$ cat src/rtl/fft8_pkg.sv
// rtl/fft8_pkg.sv - shared FFT8 constants: operand/write-back bit map, ALU codes, controller states
package fft8_pkg;

    localparam int WBF_W      = 26;
    localparam int ALUREG_W   = 48;
    localparam int ALU_MODE_W = 8;

    localparam logic [ALU_MODE_W-1:0] ALU_NOP = 8'h00;
    localparam logic [ALU_MODE_W-1:0] ALU_ADD = 8'h01;
    localparam logic [ALU_MODE_W-1:0] ALU_SUB = 8'h02;

    // Operand selects: one 8-bit one-hot field per (operand port, source bank).
    localparam int ALUREG_A_X_0  = 0;
    localparam int ALUREG_A_S1_0 = 8;
    localparam int ALUREG_B_X_0  = 16;
    localparam int ALUREG_B_S1_0 = 24;
    localparam int ALUREG_A_S2_0 = 32;
    localparam int ALUREG_B_S2_0 = 40;

    // Write-back enables. S1_k sits at WBF_S1_0 + k.
    localparam int WBF_S1_0      = 0;
    // Butterfly destinations of stage 2, consecutive in issue order.
    localparam int WBF_S2_0      = 8;
    localparam int WBF_S2_2      = 9;
    localparam int WBF_S2_4      = 10;
    localparam int WBF_S2_6      = 11;
    // Odd stage-2 terms are plain copies of stage-1 values (real/imag split).
    localparam int WBF_S2_1_REEL = 12;
    localparam int WBF_S2_1_IMAG = 13;
    localparam int WBF_S2_3_REEL = 14;
    localparam int WBF_S2_3_IMAG = 15;
    localparam int WBF_S2_5_REEL = 16;
    localparam int WBF_S2_5_IMAG = 17;
    localparam int WBF_S2_7_REEL = 18;
    localparam int WBF_S2_7_IMAG = 19;
    // Bits 20..25 belong to the final-stage registers, written by the output sequencer.
    localparam int WBF_S3_0      = 20;

    localparam logic [WBF_W-1:0] WBF_S2_COPY_MASK = WBF_W'(8'hFF) << WBF_S2_1_REEL;

    typedef enum logic [2:0] {
        ST_IDLE     = 3'd0,
        ST_LOAD     = 3'd1,
        ST_S1       = 3'd2,
        ST_S1_DRAIN = 3'd3,
        ST_S2       = 3'd4,
        ST_S2_DRAIN = 3'd5,
        ST_DONE     = 3'd6
    } fft8_state_e;

endpackage

$ cat src/rtl/fft8_wb_pipe.sv
// rtl/fft8_wb_pipe.sv - DEPTH-deep write-back enable delay line with synchronous flush
//
// Ports:
//   i_clk, i_rst : clock, asynchronous active-high reset
//   i_flush      : clears every stage on the next edge (the push of that cycle is dropped)
//   i_push       : one-hot destination mask of the current issue, 0 for a bubble
//   o_data       : mask issued DEPTH cycles earlier
module fft8_wb_pipe #(
    parameter int DEPTH = 2,
    parameter int WIDTH = 26
) (
    input  logic             i_clk,
    input  logic             i_rst,
    input  logic             i_flush,
    input  logic [WIDTH-1:0] i_push,
    output logic [WIDTH-1:0] o_data
);

    logic [WIDTH-1:0] r_stage [DEPTH];

    always_ff @(posedge i_clk or posedge i_rst) begin
        if (i_rst) begin
            for (int i = 0; i < DEPTH; i++) r_stage[i] <= '0;
        end else if (i_flush) begin
            for (int i = 0; i < DEPTH; i++) r_stage[i] <= '0;
        end else begin
            r_stage[0] <= i_push;
            for (int i = 1; i < DEPTH; i++) r_stage[i] <= r_stage[i-1];
        end
    end

    assign o_data = r_stage[DEPTH-1];

endmodule

$ cat src/rtl/fft8_controller.sv
// rtl/fft8_controller.sv - control sequencer for the 8-point radix-2 FFT datapath
//
// Parameter ALU_LAT (1..4): ALU result latency; write-back lands ALU_LAT+1 cycles after issue.
// Optional macro FFT8_CTRL_RESTART_EN: start_i while busy aborts and restarts the transform;
// when undefined it is ignored.
//
// Ports:
//   clk, rst        : clock, asynchronous active-high reset
//   start_i         : transform request, sampled every cycle
//   busy_o          : transform in progress (includes the accept cycle)
//   start_o         : datapath start, same cycle as an accepted start_i
//   alu_reg_o       : operand-select one-hots, alu_mode_o: ALU_ADD/ALU_SUB, both 0 when idle
//   wr_enable_o     : delayed write-back masks ORed with stage-2 copy writes
//   valid_o         : one-cycle completion pulse
//   valid_states_o  : {DONE, S2_DRAIN, S2, S1_DRAIN, S1, LOAD}
module fft8_controller
    import fft8_pkg::*;
#(
    parameter int ALU_LAT = 1
) (
    input  logic                  clk,
    input  logic                  rst,
    input  logic                  start_i,
    output logic                  busy_o,
    output logic                  start_o,
    output logic [ALUREG_W-1:0]   alu_reg_o,
    output logic [ALU_MODE_W-1:0] alu_mode_o,
    output logic [WBF_W-1:0]      wr_enable_o,
    output logic                  valid_o,
    output logic [5:0]            valid_states_o
);

    localparam int         WB_DLY     = ALU_LAT + 1;
    localparam logic [2:0] DRAIN_LAST = 3'(WB_DLY - 1);

    fft8_state_e r_state;
    logic [2:0]  r_cnt;

    logic                  w_idle;
    logic                  w_run;
    logic                  w_accept;
    logic                  w_flush;
    logic [ALUREG_W-1:0]   w_sel;
    logic [ALU_MODE_W-1:0] w_mode;
    logic [WBF_W-1:0]      w_dest;
    logic [WBF_W-1:0]      w_copy;
    logic [WBF_W-1:0]      w_pipe;

    assign w_idle = (r_state == ST_IDLE);
    // Abortable states: everything between the accept and the DONE cycle.
    assign w_run  = (r_state != ST_IDLE) && (r_state != ST_DONE);

`ifdef FFT8_CTRL_RESTART_EN
    assign w_accept = !rst && start_i && (w_idle || w_run);
    assign w_flush  = !rst && start_i && w_run;
`else
    assign w_accept = !rst && start_i && w_idle;
    assign w_flush  = 1'b0;
`endif

    always_ff @(posedge clk or posedge rst) begin
        if (rst) begin
            r_state <= ST_IDLE;
            r_cnt   <= '0;
        end else if (w_accept) begin
            r_state <= ST_LOAD;
            r_cnt   <= '0;
        end else begin
            case (r_state)
                ST_IDLE: ;
                ST_LOAD: begin
                    r_state <= ST_S1;
                    r_cnt   <= '0;
                end
                ST_S1: begin
                    if (r_cnt == 3'd7) begin
                        r_state <= ST_S1_DRAIN;
                        r_cnt   <= '0;
                    end else begin
                        r_cnt <= r_cnt + 3'd1;
                    end
                end
                ST_S1_DRAIN: begin
                    if (r_cnt == DRAIN_LAST) begin
                        r_state <= ST_S2;
                        r_cnt   <= '0;
                    end else begin
                        r_cnt <= r_cnt + 3'd1;
                    end
                end
                ST_S2: begin
                    if (r_cnt == 3'd3) begin
                        r_state <= ST_S2_DRAIN;
                        r_cnt   <= '0;
                    end else begin
                        r_cnt <= r_cnt + 3'd1;
                    end
                end
                ST_S2_DRAIN: begin
                    if (r_cnt == DRAIN_LAST) begin
                        r_state <= ST_DONE;
                        r_cnt   <= '0;
                    end else begin
                        r_cnt <= r_cnt + 3'd1;
                    end
                end
                ST_DONE: r_state <= ST_IDLE;
                default: begin
                    r_state <= ST_IDLE;
                    r_cnt   <= '0;
                end
            endcase
        end
    end

    // Issue words decode directly from state and counter.
    always_comb begin
        w_sel  = '0;
        w_mode = ALU_NOP;
        w_dest = '0;
        w_copy = '0;
        case (r_state)
            ST_S1: begin
                // k and k-4 share operands X_(k mod 4), X_(k mod 4 + 4); k[2] selects SUB.
                w_sel  = (ALUREG_W'(1) << (ALUREG_A_X_0 + int'(r_cnt[1:0])))
                       | (ALUREG_W'(1) << (ALUREG_B_X_0 + 4 + int'(r_cnt[1:0])));
                w_mode = r_cnt[2] ? ALU_SUB : ALU_ADD;
                w_dest = WBF_W'(1) << (WBF_S1_0 + int'(r_cnt));
            end
            ST_S2: begin
                // cnt[1] picks the pair (S1_0,S1_2) or (S1_4,S1_6); cnt[0] selects SUB.
                w_sel  = (ALUREG_W'(1) << (ALUREG_A_S1_0 + 4 * int'(r_cnt[1])))
                       | (ALUREG_W'(1) << (ALUREG_B_S1_0 + 4 * int'(r_cnt[1]) + 2));
                w_mode = r_cnt[0] ? ALU_SUB : ALU_ADD;
                w_dest = WBF_W'(1) << (WBF_S2_0 + int'(r_cnt[1:0]));
                // Copy writes need no ALU pass, so they skip the delay line.
                if (r_cnt == 3'd0) w_copy = WBF_S2_COPY_MASK;
            end
            default: ;
        endcase
    end

    fft8_wb_pipe #(
        .DEPTH (WB_DLY),
        .WIDTH (WBF_W)
    ) u_wb_pipe (
        .i_clk   (clk),
        .i_rst   (rst),
        .i_flush (w_flush),
        .i_push  (w_dest),
        .o_data  (w_pipe)
    );

    assign start_o        = w_accept;
    assign busy_o         = !w_idle || w_accept;
    assign alu_reg_o      = w_sel;
    assign alu_mode_o     = w_mode;
    assign wr_enable_o    = w_pipe | w_copy;
    assign valid_o        = (r_state == ST_DONE);
    assign valid_states_o = {r_state == ST_DONE, r_state == ST_S2_DRAIN, r_state == ST_S2,
                             r_state == ST_S1_DRAIN, r_state == ST_S1, r_state == ST_LOAD};

endmodule

$ cat config.mk
export PLATFORM = sky130hd
export DESIGN_NAME = fft8_controller
export DESIGN_NICKNAME = d
export VERILOG_FILES = /design/src/rtl/fft8_pkg.sv /design/src/rtl/fft8_wb_pipe.sv /design/src/rtl/fft8_controller.sv
export SDC_FILE = /design/constraint.sdc
export NUM_CORES = 1
export LEC_CHECK = 0
export CORE_MARGIN = 3
export CORE_UTILIZATION = 40
export CTS_CLUSTER_DIAMETER = 40
export CTS_CLUSTER_SIZE = 25
export DETAILED_ROUTE_END_ITERATION = 12
export PLACE_DENSITY = 0.82
export SYNTH_ARGS = -nofsm -noshare
export SYNTH_HDL_FRONTEND = slang
export SYNTH_HIERARCHICAL = 1
export SYNTH_SLANG_ARGS = --single-unit
$ cat constraint.sdc
create_clock -name clk -period 2.28 [get_ports clk]
set_input_delay 0.57 -clock clk [delete_from_list [all_inputs] [get_ports clk]]
set_output_delay 0.57 -clock clk [all_outputs]
set_load 0.01 [all_outputs]
# Word-level counts from Yosys, hierarchy flattened
# Cells that the tools add are included.
word_totals:
  regBits: 58
  latchBits: 0
  mem_bits_rw: 0
  mem_bits_ro: 0
  inputBits: 3
  out_inout_bits: 91
  word_cells: 62
  mem_count: 0
op_classes:
  n_addsub: 6
  n_mul: 0
  div_mod_pow: 0
  n_lt_le_gt_ge: 0
  n_eq_ne: 15
  n_shift: 6
  n_mux: 18
  bitwise: 3
  reduce_logical: 10
ops:
  columns: ["op", "count"]
  rows:
  - ["$or A48 B48 Y48", 2]
  - ["$pmux W48 S2", 1]
  - ["$pmux W26 S2", 1]
  - ["$shl A1 B2 Y48 const A", 1]
  - ["$shl A1 B5 Y48 const A", 1]
  - ["$shl A1 B6 Y48 const A", 1]
  - ["$shl A1 B7 Y48 const A", 1]
  - ["$mux W20", 2]
  - ["$mux W3", 9]
  - ["$or A26 B26 Y26", 1]
  - ["$shl A1 B3 Y26 const A", 1]
  - ["$shl A1 B5 Y26 const A", 1]
  - ["$pmux W3 S6", 1]
  - ["$eq A3 B3 Y1 const B", 4]
  - ["$ne A3 B1 Y1 const B", 4]
  - ["$pmux W3 S4", 1]
  - ["$eq A3 B2 Y1 const B", 3]
  - ["$add A6 B2 Y7 const B", 1]
  - ["$add A5 B2 Y6 const A", 1]
  - ["$add A5 B3 Y6 const A", 1]
  - ["$eq A3 B1 Y1 const B", 2]
  - ["$logic_not A3 Y1", 2]
  - ["$add A4 B2 Y5 const A", 1]
  - ["$add A4 B3 Y5 const A", 1]
  - ["other kinds (9)", 14]

# Depth between registers and ports, before layout
# Gate-level depths: netlist of run 1.
depth:
  depth_word: 5
  mapped_depth: 7
  ltp_nobuf: 6

# Modules after synthesis
# Netlist of run 1, hierarchy kept.
modules_own_cells:
  columns: ["module", "instances", "cells_each", "area_each_um2", "seq_area_each_um2"]
  rows:
  - ["fft8_wb_pipe", 1, 136, 1850.5, 1301.2]
  - ["fft8_controller", 1, 156, 1122.3, 150.1]

# Worst setup path before layout of run 1
# Ideal clock, no wire load.
synth_timing:
  path_kind: "reg2out"
  start: "register r_state[2]"
  end: "output port alu_reg_o[20]"
  arrival_time_ps: 1468
  required_time_ps: 1710
  slack_ps: 242
  path_stages_with_launch: 7
  path_buffers: 3
  cell_sequence: "dfrtp_1 buf_2 nand2b_1 buf_2 nor2_1 and2_1 buf_4"
synth_via:
  elab_chain_cells: 2
  word_cells_on_any_way: 3
  classes_between: "eq/ne: 2; mux: 1"
synth_rtl:
  columns: ["element", "line_no", "rtl"]
  rows:
  - ["start: declaration", "fft8_controller.sv:36", "fft8_state_e r_state;"]
  - ["start signal: assignment", "fft8_controller.sv:63", "r_state <= ST_IDLE;"]
  - ["start signal: assignment", "fft8_controller.sv:66", "r_state <= ST_LOAD;"]
  - ["start signal: assignment", "fft8_controller.sv:72", "r_state <= ST_S1;"]
  - ["$eq A3 B2 Y1", null, null]
  - ["net valid_states_o[1]", "fft8_controller.sv:30", "output logic [5:0] valid_states_o"]
  - ["$pmux W48 S2", "fft8_controller.sv:122", "case (r_state)"]
  - ["end: declaration", "fft8_controller.sv:26", "output logic [ALUREG_W-1:0] alu_reg_o,"]
# The timed path passes the listed nets, and every way through them passes these cells.

# Final worst setup path of run 1
layout_timing:
  start: "register r_state[1]"
  end: "output port alu_reg_o[26]"
layout_via:
  elab_chain_cells: 2
  word_cells_on_any_way: 3
  classes_between: "eq/ne: 2; mux: 1"
layout_rtl:
  columns: ["element", "line_no"]
  rows:
  - ["$eq A3 B3 Y1 / $eq A3 B2 Y1 (equally long branches)", "fft8_controller.sv:122"]
  - ["$pmux W48 S2 *", "fft8_controller.sv:122"]
# Mark *: on every way between the ends. The rest lies on a longest branch, timed or not.

==> results of run 1 <==
-- where the power goes --
group | internal (uW) | switching (uW) | total (uW)
clock | 671 | 380 | 1050
combinational | 629 | 726 | 1360
sequential | 1130 | 63.3 | 1190
-- how the worst min path moves through the flow --
stage / startpoint / endpoint / slack [ns] / cells after the start
detailed placement: u_wb_pipe/r_stage[48] / u_wb_pipe/o_data[22] / 0.45 / 1
CTS: u_wb_pipe/r_stage[48] / u_wb_pipe/o_data[22] / 0.46 / 1
finish: u_wb_pipe/r_stage[48] / u_wb_pipe/o_data[22] / 0.46 / 1
floorplan: rst / r_cnt[0] / 0.36 / 1
global route: u_wb_pipe/r_stage[48] / u_wb_pipe/o_data[22] / 0.48 / 1
global placement: u_wb_pipe/r_stage[44] / u_wb_pipe/o_data[18] / 0.45 / 1
-- metal layers --
metal	track usage	up-vias	routed length, um	part of all wire
met5	0	-	0	0
met4	0.0520	0	40	0.0080
met3	0.0468	5	354	0.071
met2	0.206	72	2480	0.50
met1	0.141	860	2100	0.42
li1	-	898	-	-
-- cells by family after synthesis --
logic type | after synthesis | synth area share
simple gates | 112 | 0.222
buf+inv | 95 | 0.218
other cells | 1 | 0.00126
flops | 58 | 0.488
compound gates | 19 | 0.0412
fa+ha+maj | 6 | 0.0253
mux | 1 | 0.00337
-- sequential cells by signal (all words and copies together), names as in the netlist --
register / flops
u_wb_pipe/r_stage: 26
r_state: 3
u_wb_pipe/o_data: 26
r_cnt: 3
-- layout by cell type, fill, tap and decap left out, types with 5 or more instances in the layout --
cell type | Yosys | layout
sky130_fd_sc_hd__a21oi_1 | 7 | 7
sky130_fd_sc_hd__and2_1 | 6 | 6
sky130_fd_sc_hd__and3_1 | 6 | 6
sky130_fd_sc_hd__buf_4 | 75 | 18
sky130_fd_sc_hd__clkbuf_2 | 0 | 7
sky130_fd_sc_hd__clkbuf_8 | 0 | 11
sky130_fd_sc_hd__clkdlybuf4s15_1 | 0 | 6
sky130_fd_sc_hd__clkdlybuf4s50_1 | 0 | 20
sky130_fd_sc_hd__conb_1 | 1 | 63
sky130_fd_sc_hd__dfrtp_1 | 58 | 58
sky130_fd_sc_hd__dlygate4sd2_1 | 0 | 13
sky130_fd_sc_hd__ha_1 | 6 | 5
sky130_fd_sc_hd__inv_1 | 8 | 5
sky130_fd_sc_hd__nand2b_1 | 12 | 12
sky130_fd_sc_hd__nor2_1 | 12 | 10
sky130_fd_sc_hd__nor2b_1 | 55 | 55
-- synth_stat cells --
| library cell | instances |
|---|---|
| sky130_fd_sc_hd__or3b_1 | 1 |
| sky130_fd_sc_hd__and2b_1 | 1 |
| sky130_fd_sc_hd__o21ai_0 | 3 |
| sky130_fd_sc_hd__nand2b_1 | 12 |
| sky130_fd_sc_hd__nand3b_1 | 1 |
| sky130_fd_sc_hd__o31ai_1 | 1 |
| sky130_fd_sc_hd__nor4b_1 | 1 |
| sky130_fd_sc_hd__or3_1 | 2 |
| sky130_fd_sc_hd__a21oi_1 | 7 |
| sky130_fd_sc_hd__nand3_1 | 2 |
| sky130_fd_sc_hd__or2_2 | 1 |
| sky130_fd_sc_hd__nor4_1 | 1 |
| sky130_fd_sc_hd__o211ai_1 | 1 |
| sky130_fd_sc_hd__nor2b_1 | 55 |
| sky130_fd_sc_hd__or2b_1 | 1 |
| sky130_fd_sc_hd__nor2_1 | 12 |
| sky130_fd_sc_hd__buf_4 | 75 |
| sky130_fd_sc_hd__and3_1 | 6 |
| sky130_fd_sc_hd__a22o_1 | 1 |
| sky130_fd_sc_hd__conb_1 | 1 |
| sky130_fd_sc_hd__nand2_1 | 5 |
| sky130_fd_sc_hd__nor3_1 | 4 |
| sky130_fd_sc_hd__buf_2 | 9 |
| sky130_fd_sc_hd__inv_1 | 8 |
| sky130_fd_sc_hd__mux2i_1 | 1 |
| sky130_fd_sc_hd__o311a_1 | 1 |
| sky130_fd_sc_hd__clkbuf_1 | 3 |
| sky130_fd_sc_hd__nor3b_1 | 1 |
| sky130_fd_sc_hd__dfrtp_1 | 58 |
| sky130_fd_sc_hd__ha_1 | 6 |
| sky130_fd_sc_hd__a21o_1 | 2 |
| sky130_fd_sc_hd__and2_1 | 6 |
| sky130_fd_sc_hd__a31oi_1 | 1 |
| sky130_fd_sc_hd__a221oi_1 | 2 |
-- what timing repair did --
action                                  4_1_cts  5_1_grt
endpoints found under the setup margin       30       21
gates resized for setup                      46       25
pin swaps                                     1        0
hold endpoints to repair                      0        0
buffers inserted                              1        2
cloned                                        0        0
-- critical path: stages (launching register included) --
cell and delay (ns):
sky130_fd_sc_hd__dfrtp_1 0.40, sky130_fd_sc_hd__and2b_1 0.25, sky130_fd_sc_hd__nand2_2 0.08, sky130_fd_sc_hd__buf_4 0.16, sky130_fd_sc_hd__nor2_1 0.12, sky130_fd_sc_hd__dlygate4sd2_1 0.29
-- metrics by stage --
stage	setup WS, ns	utilization	power [uW]
final	0.0818	0.512	3600
after global routing	-0.0108	0.512	3830
after CTS	0.00126	0.513	3570
after detailed placement	-0.239	0.482	2570
after global placement	-0.232	0.482	2520
after floorplan	0.242	-	2090
-- final cells by class --
| cell class | instances | area (sq um) | area share |
|---|---|---|---|
| tap | 96 | 120 | 0.0336 |
| multi-input combinational | 201 | 1130 | 0.316 |
| inverter | 8 | 30.0 | 0.00839 |
| sequential | 58 | 1450 | 0.406 |
| clock buffer | 13 | 159 | 0.0444 |
| timing repair buffer | 72 | 627 | 0.175 |
| clock inverter | 2 | 60.1 | 0.0168 |
==> flow_metrics.py, run 1 <==
metrics = {
    "cts": {
        "ctsRootBufferMaster": "sky130_fd_sc_hd__clkbuf_8",
        "clock_latency_ns": 0.32,
        "cts_hold_buffers": 0,
        "clock_sink_count": 58,
        "cts.path.max_buffers": 2,
        "cts.clk_slew.worst_paths_ns": 0.07,
        "cts-htree-levels": 3,
        "clock_tree_from_tritoncts": "built",
        "cts_buf_count": 9,
    },
    "worst_setup_path": {
        "critPathRequiredTime_ns": 1.71,
        "critical_path.startpoint": "r_state[1]",
        "cp.arrival_ns": 1.63,
        "cp-endpoint": "alu_reg_o[26]",
        "worstSetupPathType": "flip-flop to primary output",
        "r2r_path_end": "r_cnt[0]",
        "crit_path_end_kind": "primary output",
        "ff2ff_path_depth": 7,
        "r2r_setup_slack_ns": 0.38,
        "critPathMaxFanout": 4,
        "crit-reg2reg-launch": "r_cnt[0]",
        "critPathLaunchType": "flip-flop",
    },
    "global_route": {
        "grt_usage": 0.123,
        "grt_first_pass_wirelength_um": 8290,
        "grt_start_max_net_pins": 53,
        "grt_overflow_total": 0,
        "number_of_global_route_vias_before_repair": 1778,
        "antenna_violations_before_repair": 0,
    },
    "yosys": {
        "syn-instance-count": 292,
        "synth.cell_area_sq_um": 2970,
        "synth-warning-count": 6,
        "yosysTopAreaCellShare": 0.488,
        "synth.distinct_cells": 34,
        "synth.largest_area_cell": "sky130_fd_sc_hd__dfrtp_1",
        "post_synth_main_area_contributors": "sky130_fd_sc_hd__dfrtp_1 (49%), sky130_fd_sc_hd__buf_4 (19%), sky130_fd_sc_hd__nor2b_1 (12%)",
        "ys_seq_area_frac": 0.488,
        "synth.avg_cell_area_sq_um": 10.2,
        "ys_seq_elements": 58,
    },
    "drt": {
        "drt_first_pass_iters": 4,
        "detail_route.iter0.violations": 23,
        "routed_wirelength_um": 4980,
        "viasPerCell": 4.08,
        "wl_per_cell_um": 11.1,
        "num_vias": 1835,
        "drc": 0,
        "postRouteAntennaNets": 0,
    },
    "timing": {
        "period_minus_slack_ns": 2.20,
        "timing.final.max_slew_violations": 0,
        "period_share": 0.964,
        "timing_hold_violations_final": 0,
        "setup_tns_ns": 0,
        "maxClockFrequency_mhz": 455,
        "grt_setup_unrepaired": "yes",
        "fin_worst_hold_slack_ns": 0.458,
        "worst_clk_skew_ns": 0.00701,
        "setup_viol": 0,
    },
    "final_layout": {
        "antennaDiodeCount": 0,
        "finish.instance_area_sq_um": 3580,
        "finalNonFillerCells": 450,
        "drive_gt1_frac": 0.155,
        "syn_to_final_growth_pct": 20.3,
        "n_fill_cell": 661,
        "layout.nets": 359,
    },
    "pwr": {
        "power.density_cell_area_nw_per_um2": 1010,
        "largest_voltage_drop_on_the_vdd_net_v": 0.000518,
        "p_leak_uw": 0.00193,
    },
    "flow_run": {
        "max_cap_violations": 0,
    },
    "placed_design": {
        "gp_routability_congestion": 0.785,
        "hpwl_um": 3680,
        "dp_cells": 432,
        "dpl_cell_area_sq_um": 3360,
        "port_buffers": 51,
    },
    "die": {
        "dieWidth_um": 92.2,
        "floorplan.die_area_sq_um": 8500,
        "boundaryPins": 94,
        "core.rowCount": 30,
        "die-height_um": 92.2,
        "core-area_sq_um": 6980,
        "initial_utilization": 0.426,
    },
    "worst_hold_path": {
        "min_path_type": "flip-flop to flip-flop",
    },
    "status": {
        "status": "finished, final reports clean",
    },
}
No activity file was read; power rests on OpenSTA's default activity.
==> inputs of run 2 (changes only) <==
--- a/config.mk
+++ b/config.mk
@@ -5,12 +5,15 @@
 export SDC_FILE = /design/constraint.sdc
 export NUM_CORES = 1
 export LEC_CHECK = 0
+export CELL_PAD_IN_SITES_DETAIL_PLACEMENT = 1
+export CELL_PAD_IN_SITES_GLOBAL_PLACEMENT = 1
 export CORE_MARGIN = 3
-export CORE_UTILIZATION = 40
+export CORE_UTILIZATION = 35
 export CTS_CLUSTER_DIAMETER = 40
 export CTS_CLUSTER_SIZE = 25
 export DETAILED_ROUTE_END_ITERATION = 12
-export PLACE_DENSITY = 0.82
+export PLACE_DENSITY = 0.91
+export SKIP_LAST_GASP = 1
 export SYNTH_ARGS = -nofsm -noshare
 export SYNTH_HDL_FRONTEND = slang
 export SYNTH_HIERARCHICAL = 1
==> run 2 against run 1 <==
Against the previous run: utilization fell by 5.5 points; worst hold slack improved by 0.00061 ns; critical path depth fell by 1; routed wire length grew 15%; sequential power barely moved; final cell count is 3.8% higher; flip-flop and latch count stayed put; setup slack worse by 0.0096 ns.
==> flow_metrics.py, run 2 (synthesized netlist as in run 1, its figures left out) <==
metrics = {
    "placed_design": {
        "port_buffers": 51,
        "gp_routability_congestion": 0.808,
        "dp_cells": 440,
        "hpwl_um": 4210,
        "dpl_cell_area_sq_um": 3390,
    },
    "cts": {
        "clock_tree_from_tritoncts": "built",
        "clock_latency_ns": 0.33,
        "clock_sink_count": 58,
        "cts.clk_slew.worst_paths_ns": 0.06,
        "cts.path.max_buffers": 2,
        "cts_buf_count": 9,
        "cts_hold_buffers": 0,
        "ctsRootBufferMaster": "sky130_fd_sc_hd__clkbuf_8",
        "cts-htree-levels": 3,
    },
    "worst_setup_path": {
        "critPathRequiredTime_ns": 1.71,
        "critPathLaunchType": "flip-flop",
        "crit_path_end_kind": "primary output",
        "critPathMaxFanout": 5,
        "cp.arrival_ns": 1.64,
        "worstSetupPathType": "flip-flop to primary output",
    },
    "global_route": {
        "number_of_global_route_vias_before_repair": 1928,
        "antenna_violations_before_repair": 0,
        "grt_usage": 0.123,
        "grt_start_max_net_pins": 53,
        "grt_first_pass_wirelength_um": 9240,
        "grt_overflow_total": 0,
    },
    "die": {
        "dieWidth_um": 98.2,
        "initial_utilization": 0.373,
        "core-area_sq_um": 7970,
        "boundaryPins": 94,
        "core.rowCount": 32,
        "floorplan.die_area_sq_um": 9640,
        "die-height_um": 98.2,
    },
    "status": {
        "status": "finished, final reports clean",
    },
    "pwr": {
        "p_leak_uw": 0.00197,
        "report.power.total_uw": 3660,
        "power_report.internal_total_uw": 2430,
        "sw_frac_of_total": 0.336,
        "comb_power_share": 0.412,
        "clock_power_share": 0.259,
        "power.density_cell_area_nw_per_um2": 1000,
        "seqPwrFrac": 0.329,
        "power_switching_uw": 1230,
        "largest_voltage_drop_on_the_vdd_net_v": 0.000372,
    },
    "timing": {
        "grt_setup_unrepaired": "yes",
        "timing_hold_violations_final": 0,
        "period_share": 0.968,
        "maxClockFrequency_mhz": 453,
        "worst_clk_skew_ns": 0.00608,
        "period_minus_slack_ns": 2.21,
        "timing.final.max_slew_violations": 0,
        "setup_viol": 0,
    },
    "drt": {
        "postRouteAntennaNets": 0,
        "routed_wirelength_um": 5740,
        "viasPerCell": 4.11,
        "num_vias": 1918,
        "drt_first_pass_iters": 4,
        "wl_per_cell_um": 12.3,
        "detail_route.iter0.violations": 49,
        "drc": 0,
    },
    "final_layout": {
        "top_library_cells_by_usage_in_the_layout_fill_and_taps_aside": "sky130_fd_sc_hd__conb_1 (63), sky130_fd_sc_hd__dfrtp_1 (57), sky130_fd_sc_hd__nor2b_1 (54)",
        "drive_gt1_frac": 0.195,
        "multi_input_area_sq_um": 1140,
        "finalNonFillerCells": 467,
        "antennaDiodeCount": 0,
        "area_of_all_sequential_standard_cells_sq_um": 1450,
        "syn_to_final_growth_pct": 22.7,
        "layout.nets": 370,
        "finish.instance_area_sq_um": 3650,
        "n_fill_cell": 932,
        "mostFrequentLayoutCell": "sky130_fd_sc_hd__conb_1",
    },
    "worst_hold_path": {
        "min_path_type": "flip-flop to flip-flop",
    },
    "flow_run": {
        "max_cap_violations": 0,
    },
}
[run 2: worst max-delay path: stages, from the launching register on]
cell and delay [ns]:
sky130_fd_sc_hd__dfrtp_1 0.39, sky130_fd_sc_hd__buf_4 0.14, sky130_fd_sc_hd__or2_2 0.31, sky130_fd_sc_hd__or3_1 0.32, sky130_fd_sc_hd__buf_2 0.15
[run 2: stage by stage]
step	util	hold WS (ns)	setup WS, ns	TNS, ns
floorplan	-	0.361	0.242	0
global placement	0.425	0.445	-0.240	-0.461
detailed placement	0.425	0.450	-0.276	-0.582
CTS	0.456	0.464	-0.0375	-0.0608
global route	0.458	0.474	-0.0245	-0.177
finish	0.458	0.459	0.0721	0
[run 2: metal layers]
| layer | share of wire | vias to the layer above | track usage |
|---|---|---|---|
| met5 | 0 | - | 0 |
| met4 | 0.019 | 0 | 0.0735 |
| met3 | 0.066 | 9 | 0.0364 |
| met2 | 0.52 | 70 | 0.213 |
| met1 | 0.39 | 928 | 0.132 |
| li1 | - | 911 | - |
[run 2: final timing paths]
check | endpoint | slack [ns] | from | cells after the start
setup / recovery | busy_o | 0.07 | r_state[1] | 4
min in group asynchronous | r_state[1] | 0.64 | rst | 3
hold reg to reg | u_wb_pipe/o_data[7] | 0.46 | u_wb_pipe/r_stage[33] | 1
max in group asynchronous | u_wb_pipe/r_stage[51] | 1.29 | rst | 4
setup reg to reg | r_cnt[0] | 0.31 | r_cnt[0] | 7
hold / removal | u_wb_pipe/o_data[7] | 0.46 | u_wb_pipe/r_stage[33] | 1
[run 2: repair_timing]
item                       4_1_cts  5_1_grt
gates resized for setup         61       21
pin swaps                        0        2
setup endpoints to repair       30       21
setup buffers                    3        9
[run 2: power groups by stage]
stage / sequential [uW] / combinational, uW / clock, uW
detailed placement: 1220 / 1410 / 0
finish: 1210 / 1510 / 947
CTS: 1220 / 1410 / 982
global placement: 1210 / 1350 / 0
floorplan: 1200 / 894 / 0
global route: 1220 / 1680 / 1030
[run 2: final cells by class]
type,count,area share
clock buffer,13,0.0463
clock inverter,2,0.00961
inverter,8,0.00823
multi-input combinational,201,0.314
sequential,58,0.398
tap,102,0.0350
timing repair buffer,83,0.189
==> inputs of run 3 (changes only) <==
--- a/config.mk
+++ b/config.mk
@@ -5,6 +5,7 @@
 export SDC_FILE = /design/constraint.sdc
 export NUM_CORES = 1
 export LEC_CHECK = 0
+export ABC_AREA = 0
 export CELL_PAD_IN_SITES_DETAIL_PLACEMENT = 1
 export CELL_PAD_IN_SITES_GLOBAL_PLACEMENT = 1
 export CORE_MARGIN = 3
@@ -14,6 +15,7 @@
 export DETAILED_ROUTE_END_ITERATION = 12
 export PLACE_DENSITY = 0.91
 export SKIP_LAST_GASP = 1
+export SLEW_MARGIN = 20
 export SYNTH_ARGS = -nofsm -noshare
 export SYNTH_HDL_FRONTEND = slang
 export SYNTH_HIERARCHICAL = 1
==> results of run 3 <==
Final layout, timing and power as in run 2 (identical DEF).
